`src/rtl/ddr_arb_pkg.sv`:
```
// Shared types and constants for the DDR host-port arbiter.
package ddr_arb_pkg;
    typedef enum logic [1:0] {IDLE, ISSUE, GAP} arb_state_e;

    localparam int   ROW_MSB   = 15;
    localparam int   ROW_LSB   = 12;
    localparam int   ADDR_W    = 16;
    localparam int   DATA_W    = 32;
    localparam logic CMD_READ  = 1'b1;
    localparam logic CMD_WRITE = 1'b0;
endpackage

```
`src/rtl/ddr_arb_idfifo.sv`:
```
// Small FIFO holding requester IDs of reads still awaiting controller data.
module ddr_arb_idfifo #(
    parameter int DEPTH = 8,
    parameter int WIDTH = 2
) (
    input  logic                   clk_i,
    input  logic                   rst_i,
    input  logic                   push_i,
    input  logic [WIDTH-1:0]       din_i,
    input  logic                   pop_i,
    output logic [WIDTH-1:0]       dout_o,
    output logic                   full_o,
    output logic                   empty_o,
    output logic [$clog2(DEPTH):0] count_o
);
    localparam int AW = $clog2(DEPTH);

    logic [WIDTH-1:0] mem_q [DEPTH];
    logic [AW-1:0]    wr_ptr_q, rd_ptr_q;
    logic [AW:0]      count_q;
    logic             do_push, do_pop;

    assign full_o  = (count_q == (AW+1)'(DEPTH));
    assign empty_o = (count_q == '0);
    assign do_push = push_i && !full_o;
    assign do_pop  = pop_i && !empty_o;
    assign dout_o  = mem_q[rd_ptr_q];
    assign count_o = count_q;

    always_ff @(posedge clk_i) begin
        if (do_push) mem_q[wr_ptr_q] <= din_i;
    end

    // Power-of-two depth: pointers wrap by natural overflow.
    always_ff @(posedge clk_i or posedge rst_i) begin
        if (rst_i) begin
            wr_ptr_q <= '0;
            rd_ptr_q <= '0;
            count_q  <= '0;
        end else begin
            if (do_push) wr_ptr_q <= wr_ptr_q + 1'b1;
            if (do_pop)  rd_ptr_q <= rd_ptr_q + 1'b1;
            unique case ({do_push, do_pop})
                2'b10:   count_q <= count_q + 1'b1;
                2'b01:   count_q <= count_q - 1'b1;
                default: count_q <= count_q;
            endcase
        end
    end
endmodule

```
`src/rtl/ddr_host_arbiter.sv`:
```
// Round-robin arbiter with bounded row-hit preference in front of a single DDR
// controller command port; routes read data back through an ID FIFO.
module ddr_host_arbiter
    import ddr_arb_pkg::*;
#(
    parameter int NREQ           = 4,
    parameter int RDQ_DEPTH      = 8,
    parameter int MAX_HIT_STREAK = 4,
    parameter int CMD_GAP        = 2
) (
    input  logic                              clk,
    input  logic                              rst_n,
    input  logic [NREQ-1:0]                   req_vld,
    input  logic [NREQ-1:0]                   req_rd_wr,
    input  logic [NREQ-1:0][ADDR_W-1:0]       req_addr,
    input  logic [NREQ-1:0][DATA_W-1:0]       req_wdata,
    output logic [NREQ-1:0]                   req_rdy,
    output logic [NREQ-1:0]                   rsp_vld,
    output logic [DATA_W-1:0]                 rsp_data,
    output logic                              cmd_n,
    output logic                              rd_wr,
    output logic [ADDR_W-1:0]                 addr_in,
    output logic [DATA_W-1:0]                 data_in,
    input  logic                              ctrl_busy,
    input  logic                              data_out_vld,
    input  logic [DATA_W-1:0]                 data_out,
    output logic [$clog2(RDQ_DEPTH):0]        rdq_count,
    output logic                              rsp_err
);
    localparam int PTR_W = $clog2(NREQ);
    localparam int SW    = PTR_W + 1;
    localparam int ROW_W = ROW_MSB - ROW_LSB + 1;
    localparam int HS_W  = $clog2(MAX_HIT_STREAK + 1);
    localparam int GAP_W = 4;
    localparam logic [HS_W-1:0] HS_MAX = HS_W'(MAX_HIT_STREAK);

    arb_state_e        state_q, state_d;
    logic [GAP_W-1:0]  gap_q, gap_d;
    logic [PTR_W-1:0]  rr_ptr_q, rr_ptr_d;
    logic [HS_W-1:0]   hit_streak_q, hit_streak_d;
    logic [ROW_W-1:0]  last_row_q, last_row_d;
    logic              last_row_vld_q, last_row_vld_d;
    logic              cmd_n_q, cmd_n_d, rd_wr_q, rd_wr_d;
    logic [ADDR_W-1:0] addr_q, addr_d;
    logic [DATA_W-1:0] data_q, data_d, rsp_data_q, rsp_data_d;
    logic [NREQ-1:0]   rsp_vld_q, rsp_vld_d;
    logic              rsp_err_q, rsp_err_d;
    logic              run_q;

    logic [NREQ-1:0]   elig, hit, cand;
    logic              use_hit, gnt_found, gnt;
    logic [PTR_W-1:0]  gnt_idx;
    logic [SW-1:0]     scan;
    logic              push, pop, rdq_full, rdq_empty;
    logic [PTR_W-1:0]  rdq_head;

    ddr_arb_idfifo #(.DEPTH(RDQ_DEPTH), .WIDTH(PTR_W)) u_idfifo (
        .clk_i   (clk),
        .rst_i   (rst_n),
        .push_i  (push),
        .din_i   (gnt_idx),
        .pop_i   (pop),
        .dout_o  (rdq_head),
        .full_o  (rdq_full),
        .empty_o (rdq_empty),
        .count_o (rdq_count)
    );

    always_comb begin
        elig      = '0;
        hit       = '0;
        gnt_found = 1'b0;
        gnt_idx   = '0;
        scan      = '0;
        for (int i = 0; i < NREQ; i++) begin
            elig[i] = req_vld[i] && (req_rd_wr[i] == CMD_WRITE || !rdq_full);
            hit[i]  = elig[i] && last_row_vld_q && (req_addr[i][ROW_MSB:ROW_LSB] == last_row_q);
        end
        use_hit = (hit_streak_q < HS_MAX) && (|hit);
        cand    = use_hit ? hit : elig;
        for (int k = 0; k < NREQ; k++) begin
            scan = {1'b0, rr_ptr_q} + SW'(k);
            if (scan >= SW'(NREQ)) scan = scan - SW'(NREQ);
            if (!gnt_found && cand[scan[PTR_W-1:0]]) begin
                gnt_found = 1'b1;
                gnt_idx   = scan[PTR_W-1:0];
            end
        end
        // run_q keeps req_rdy low while reset is held without mixing reset into data paths.
        gnt     = run_q && (state_q == IDLE) && !ctrl_busy && gnt_found;
        req_rdy = '0;
        if (gnt) req_rdy[gnt_idx] = 1'b1;
    end

    always_comb begin
        state_d        = state_q;
        gap_d          = gap_q;
        rr_ptr_d       = rr_ptr_q;
        hit_streak_d   = hit_streak_q;
        last_row_d     = last_row_q;
        last_row_vld_d = last_row_vld_q;
        cmd_n_d        = cmd_n_q;
        rd_wr_d        = rd_wr_q;
        addr_d         = addr_q;
        data_d         = data_q;
        push           = 1'b0;
        unique case (state_q)
            IDLE: if (gnt) begin
                state_d        = ISSUE;
                cmd_n_d        = 1'b0;
                rd_wr_d        = req_rd_wr[gnt_idx];
                addr_d         = req_addr[gnt_idx];
                if (req_rd_wr[gnt_idx] == CMD_WRITE) data_d = req_wdata[gnt_idx];
                rr_ptr_d       = (gnt_idx == PTR_W'(NREQ-1)) ? '0 : gnt_idx + 1'b1;
                hit_streak_d   = !hit[gnt_idx] ? '0 :
                                 (hit_streak_q == HS_MAX) ? HS_MAX : hit_streak_q + 1'b1;
                last_row_d     = req_addr[gnt_idx][ROW_MSB:ROW_LSB];
                last_row_vld_d = 1'b1;
                push           = (req_rd_wr[gnt_idx] == CMD_READ);
            end
            ISSUE: begin
                state_d = GAP;
                cmd_n_d = 1'b1;
                gap_d   = GAP_W'(CMD_GAP);
            end
            GAP: begin
                if (gap_q <= GAP_W'(1)) state_d = IDLE;
                else                    gap_d   = gap_q - 1'b1;
            end
            default: state_d = IDLE;
        endcase
    end

    // Read data from the controller returns in issue order; the FIFO head names its owner.
    always_comb begin
        pop        = data_out_vld && !rdq_empty;
        rsp_vld_d  = '0;
        rsp_data_d = rsp_data_q;
        rsp_err_d  = rsp_err_q || (data_out_vld && rdq_empty);
        if (pop) begin
            rsp_vld_d[rdq_head] = 1'b1;
            rsp_data_d          = data_out;
        end
    end

    always_ff @(posedge clk or posedge rst_n) begin
        if (rst_n) begin
            state_q        <= IDLE;
            gap_q          <= '0;
            rr_ptr_q       <= '0;
            hit_streak_q   <= '0;
            last_row_q     <= '0;
            last_row_vld_q <= 1'b0;
            cmd_n_q        <= 1'b1;
            rd_wr_q        <= 1'b0;
            addr_q         <= '0;
            data_q         <= '0;
            rsp_vld_q      <= '0;
            rsp_data_q     <= '0;
            rsp_err_q      <= 1'b0;
            run_q          <= 1'b0;
        end else begin
            state_q        <= state_d;
            gap_q          <= gap_d;
            rr_ptr_q       <= rr_ptr_d;
            hit_streak_q   <= hit_streak_d;
            last_row_q     <= last_row_d;
            last_row_vld_q <= last_row_vld_d;
            cmd_n_q        <= cmd_n_d;
            rd_wr_q        <= rd_wr_d;
            addr_q         <= addr_d;
            data_q         <= data_d;
            rsp_vld_q      <= rsp_vld_d;
            rsp_data_q     <= rsp_data_d;
            rsp_err_q      <= rsp_err_d;
            run_q          <= 1'b1;
        end
    end

    assign cmd_n    = cmd_n_q;
    assign rd_wr    = rd_wr_q;
    assign addr_in  = addr_q;
    assign data_in  = data_q;
    assign rsp_vld  = rsp_vld_q;
    assign rsp_data = rsp_data_q;
    assign rsp_err  = rsp_err_q;
endmodule

```
`config.mk`:
```
export PLATFORM = sky130hd
export DESIGN_NAME = ddr_host_arbiter
export DESIGN_NICKNAME = d
export VERILOG_FILES = /design/src/rtl/ddr_arb_pkg.sv /design/src/rtl/ddr_arb_idfifo.sv /design/src/rtl/ddr_host_arbiter.sv
export SDC_FILE = /design/constraint.sdc
export NUM_CORES = 1
export LEC_CHECK = 0
export CAP_MARGIN = 30
export CORE_ASPECT_RATIO = 2
export CORE_MARGIN = 3
export CORE_UTILIZATION = 46
export DETAILED_ROUTE_END_ITERATION = 10
export GPL_ROUTABILITY_DRIVEN = 0
export GPL_TIMING_DRIVEN = 0
export HOLD_SLACK_MARGIN = 0.05
export PLACE_DENSITY_LB_ADDON = 0.15
export SLEW_MARGIN = 10
export SYNTH_ARGS = -nofsm -noshare
export SYNTH_HDL_FRONTEND = slang
export SYNTH_SLANG_ARGS = --single-unit
export TNS_END_PERCENT = 50
```
`constraint.sdc`:
```
create_clock -name clk -period 12 [get_ports clk]
set_input_delay 1.8 -clock clk [delete_from_list [all_inputs] [get_ports clk]]
set_output_delay 1.8 -clock clk [all_outputs]
set_load 0.1 [all_outputs]
```
==> summary.md <==
| Metric | Value |
|---|---|
| Post-Syn Instances | 699 |
| Post-CTS Setup Bufs | 0 |
| Dpl cell area | 0.0112 mm^2 |
| Die Span Y | 184 um |
| DRC viols | 0 |
| Finished Core Util | 76.2% |
| Hold Fails Final Rpt | 0 |
| LEAKAGE | 0.00526 uW |
| Clock-pin slew on the worst setup and hold paths | 60 ps |
| Post-Syn Area | 0.00730 mm^2 |
| Proportion of layout cells with a drive suffix above 1 | 11.1% |
| Crit Path Class | primary input to output pin |
| Commonest register cell after synthesis | dfrtp_1 |
| Synth area leader | dfrtp_1 |
| Slew HR | 30.7% |
| Highest clock rate | 0.121 GHz |
| Clock skew | 12.3 ps |
| Synth top area cells | dfrtp_1 (37%), mux2i_1 (15%), nand2_1 (8.9%), edfxtp_1 (6.6%), mux2_4 (6.2%) |
| Hold Buf Count CTS | 0 |
| Final TNS setup | 0 ps |
| Finished Layout Cells | 1,271 |
| Most frequent cell after synthesis | nand2_1 |
| Crit path DAT | 6450 ps |
| Post-route minimum period | 8250 ps |
| CP startpoint kind | primary input |
| Sequential cell area | 0.00323 mm^2 |
| Status | finished clean |
| Part of the cycle the worst path needs | 68.8% |
| Port bufs | 330 |
| Root buffer cell | clkbuf_16 |
| NumNets Final | 1,309 |
| Syn. warnings | 0 |
| Fillcell total | 1,099 |
| Core box area | 0.0155 mm^2 |
| Largest net degree at the start of global routing | 77 |
| Starting density of the core | 47.2% |
| # diodes | 0 |
| Pre-antenna DRT Iters | 4 |
| Flops & latches, synth | 126 |
| Syn Nets | 948 |
| Finished Cell Area | 0.0118 mm^2 |
| Multi-input logic area | 0.00382 mm^2 |
| Via count | 6,682 |
| Global-route wire length before repair | 35,800 um |
| Gr usage total | 26.8% |
| Most instantiated cells after synthesis | nand2_1 (174), mux2i_1 (111), dfrtp_1 (109) |
| Vias/cell | 5.26 |
| Area delta synth->final | 61.4% |
| Unrepaired setup endpoints after global routing | false |
| CTS tree | yes |
| Worst IR drop on VDD | 188 uV |
| Global route total overflow | 0 |
| Worst Path Required | 10,200 ps |
| Std cell rows | 64 |
| CP endpoint kind | output pin |
| Synthesized area per cell | 10.4 um^2 |
| Number of CTS-inserted buffers | 17 |
| CTS Buffer Depth | 2 |
| Top cell type's share of synthesized area | 37.4% |
| Power density over cell area | 315 mW/mm^2 |
| Final setup fails | 0 |
| Antenna Nets Post-Route | 0 |
| Slew @ Worst Pin | 1040 ps |
| Max-cap viol count | 0 |
| Clk Latency, worst-skew pair | 410 ps |
| Share of the yosys chip area belonging to registers | 44.3% |
| Maximum level of the CTS H-tree | 4 |
| Post-synth ARST share | 87.3% |
| Num ports | 331 |
| Fin. max-slew vios | 0 |
| Die outline width | 95.1 um |
| Post-synth EDFFs | 16 |
| Initial antenna violation count | 0 |
| Crit-path max FO | 19 |
| Sinks on Clock Net | 126 |
| Worst min path class | flip-flop to flip-flop |
| Post-CTS resize count | 0 |
| Drt first-iter violations | 172 |
| Final WL | 23,500 um |
| Wire per inst | 18.5 um |
| Vias in the first global route | 6,917 |
| Hpwl dp | 18,600 um |
| Netlist cell types | 58 |
| Die ar. | 0.0175 mm^2 |
| Placed instance count | 1,239 |
-- sequential cells by signal, indices dropped and copies added (netlist names) --
register	flops
u_idfifo.wr_ptr_q	3
data_in	32
rr_ptr_q	2
rd_wr	1
u_idfifo.rd_ptr_q	3
rsp_err	1
run_q	1
gap_q	4
rsp_data	32
cmd_n	1
addr_in	12
last_row_q	4
u_idfifo.mem_q	16
hit_streak_q	3
u_idfifo.count_o	4
last_row_vld_q	1
rsp_vld	4
state_q	2
-- stage by stage --
step | power, uW | hold WS (ps) | setup slack (ps)
after floorplan | 2460 | 479 | 5300
after global placement | 3040 | 437 | 3640
after detailed placement | 3190 | 449 | 3740
after CTS | 3740 | 459 | 3730
after global routing | 3880 | 472 | 3470
final | 3720 | 456 | 3750
-- per-layer routing --
layer / track usage, % / share of wire [%] / wire length, um
met1: 28.2 / 34 / 8020
met2: 48.8 / 55 / 13000
met3: 7.35 / 6.9 / 1630
met4: 11.2 / 3.5 / 813
met5: 0 / 0 / 0
-- cell type report --
class / count / share of cell area (%)
inverter: 14 / 0.488
multi-input combinational: 518 / 32.4
clock buffer: 19 / 3.84
buffer: 41 / 1.65
sequential: 126 / 27.5
tap: 198 / 2.10
timing repair buffer: 342 / 30.7
clock inverter: 13 / 1.36
-- critical path: stages --
cell             delay [ps]
clkdlybuf4s50_1         540
nor2b_1                  90
a2111oi_4               360
and3_1                  250
a21oi_1                  70
a31oi_1                 400
a311oi_2                230
nor2_4                  300
buf_2                   360
buf_2                   490
ha_1                    230
and2_1                  130
clkdlybuf4s50_1        1170
-- placed cells by master (no fill, tap or decap), types with 7 or more instances in the layout --
cell	instances
mux2_4	30
a221o_1	13
a21oi_1	16
buf_16	11
nor2_1	21
nand2_1	174
clkbuf_1	19
edfxtp_1	16
o211ai_1	8
buf_2	14
xor2_1	12
nand2b_1	9
ha_1	13
nand3_1	8
mux2i_1	111
mux2_2	8
dfrtp_1	109
clkdlybuf4s50_1	330
clkbuf_16	17
inv_1	10
o21ai_0	15
xnor2_1	7
-- logic make-up (layout without fill, tap and decap cells) --
group | after synthesis | count (layout) | synth area share (%)
flip-flops | 126 | 126 | 44.3
multiplexers | 153 | 153 | 23.9
adder cells (fa/ha/maj) | 13 | 13 | 2.23
XOR/XNOR | 19 | 19 | 2.28
AND/OR/NAND/NOR | 254 | 254 | 15.7
buffers and inverters | 55 | 429 | 3.38
AO/OA/AOI/OAI | 78 | 78 | 8.18
other | 1 | 1 | 0.0514
-- worst paths after layout --
| check | end | start | cells past startpoint | slack (ps) |
|---|---|---|---|---|
| min in group asynchronous | rsp_data[4]$_DFFE_PP0P_ | rst_n | 2 | 1760 |
| max | req_rdy[3] | req_addr[62] | 13 | 3750 |
| min | cmd_n$_DFFE_PP1P_ | cmd_n$_DFFE_PP1P_ | 2 | 460 |
| max in group asynchronous | hit_streak_q[2]$_DFFE_PP0P_ | rst_n | 3 | 9540 |
| min reg2reg | cmd_n$_DFFE_PP1P_ | cmd_n$_DFFE_PP1P_ | 2 | 460 |
| max reg2reg | u_idfifo.count_o[2]$_DFFE_PP0P_ | last_row_q[2]$_DFFE_PP0P_ | 18 | 7320 |
-- report_power, final --
group          switching [uW]  internal, uW  total, uW  leakage (uW)
Clock                     197           339        536      0.000297
Sequential                109           600        708       0.00149
Combinational            1630           847       2470       0.00348
Note: power is estimated with default switching activity, not from simulation.
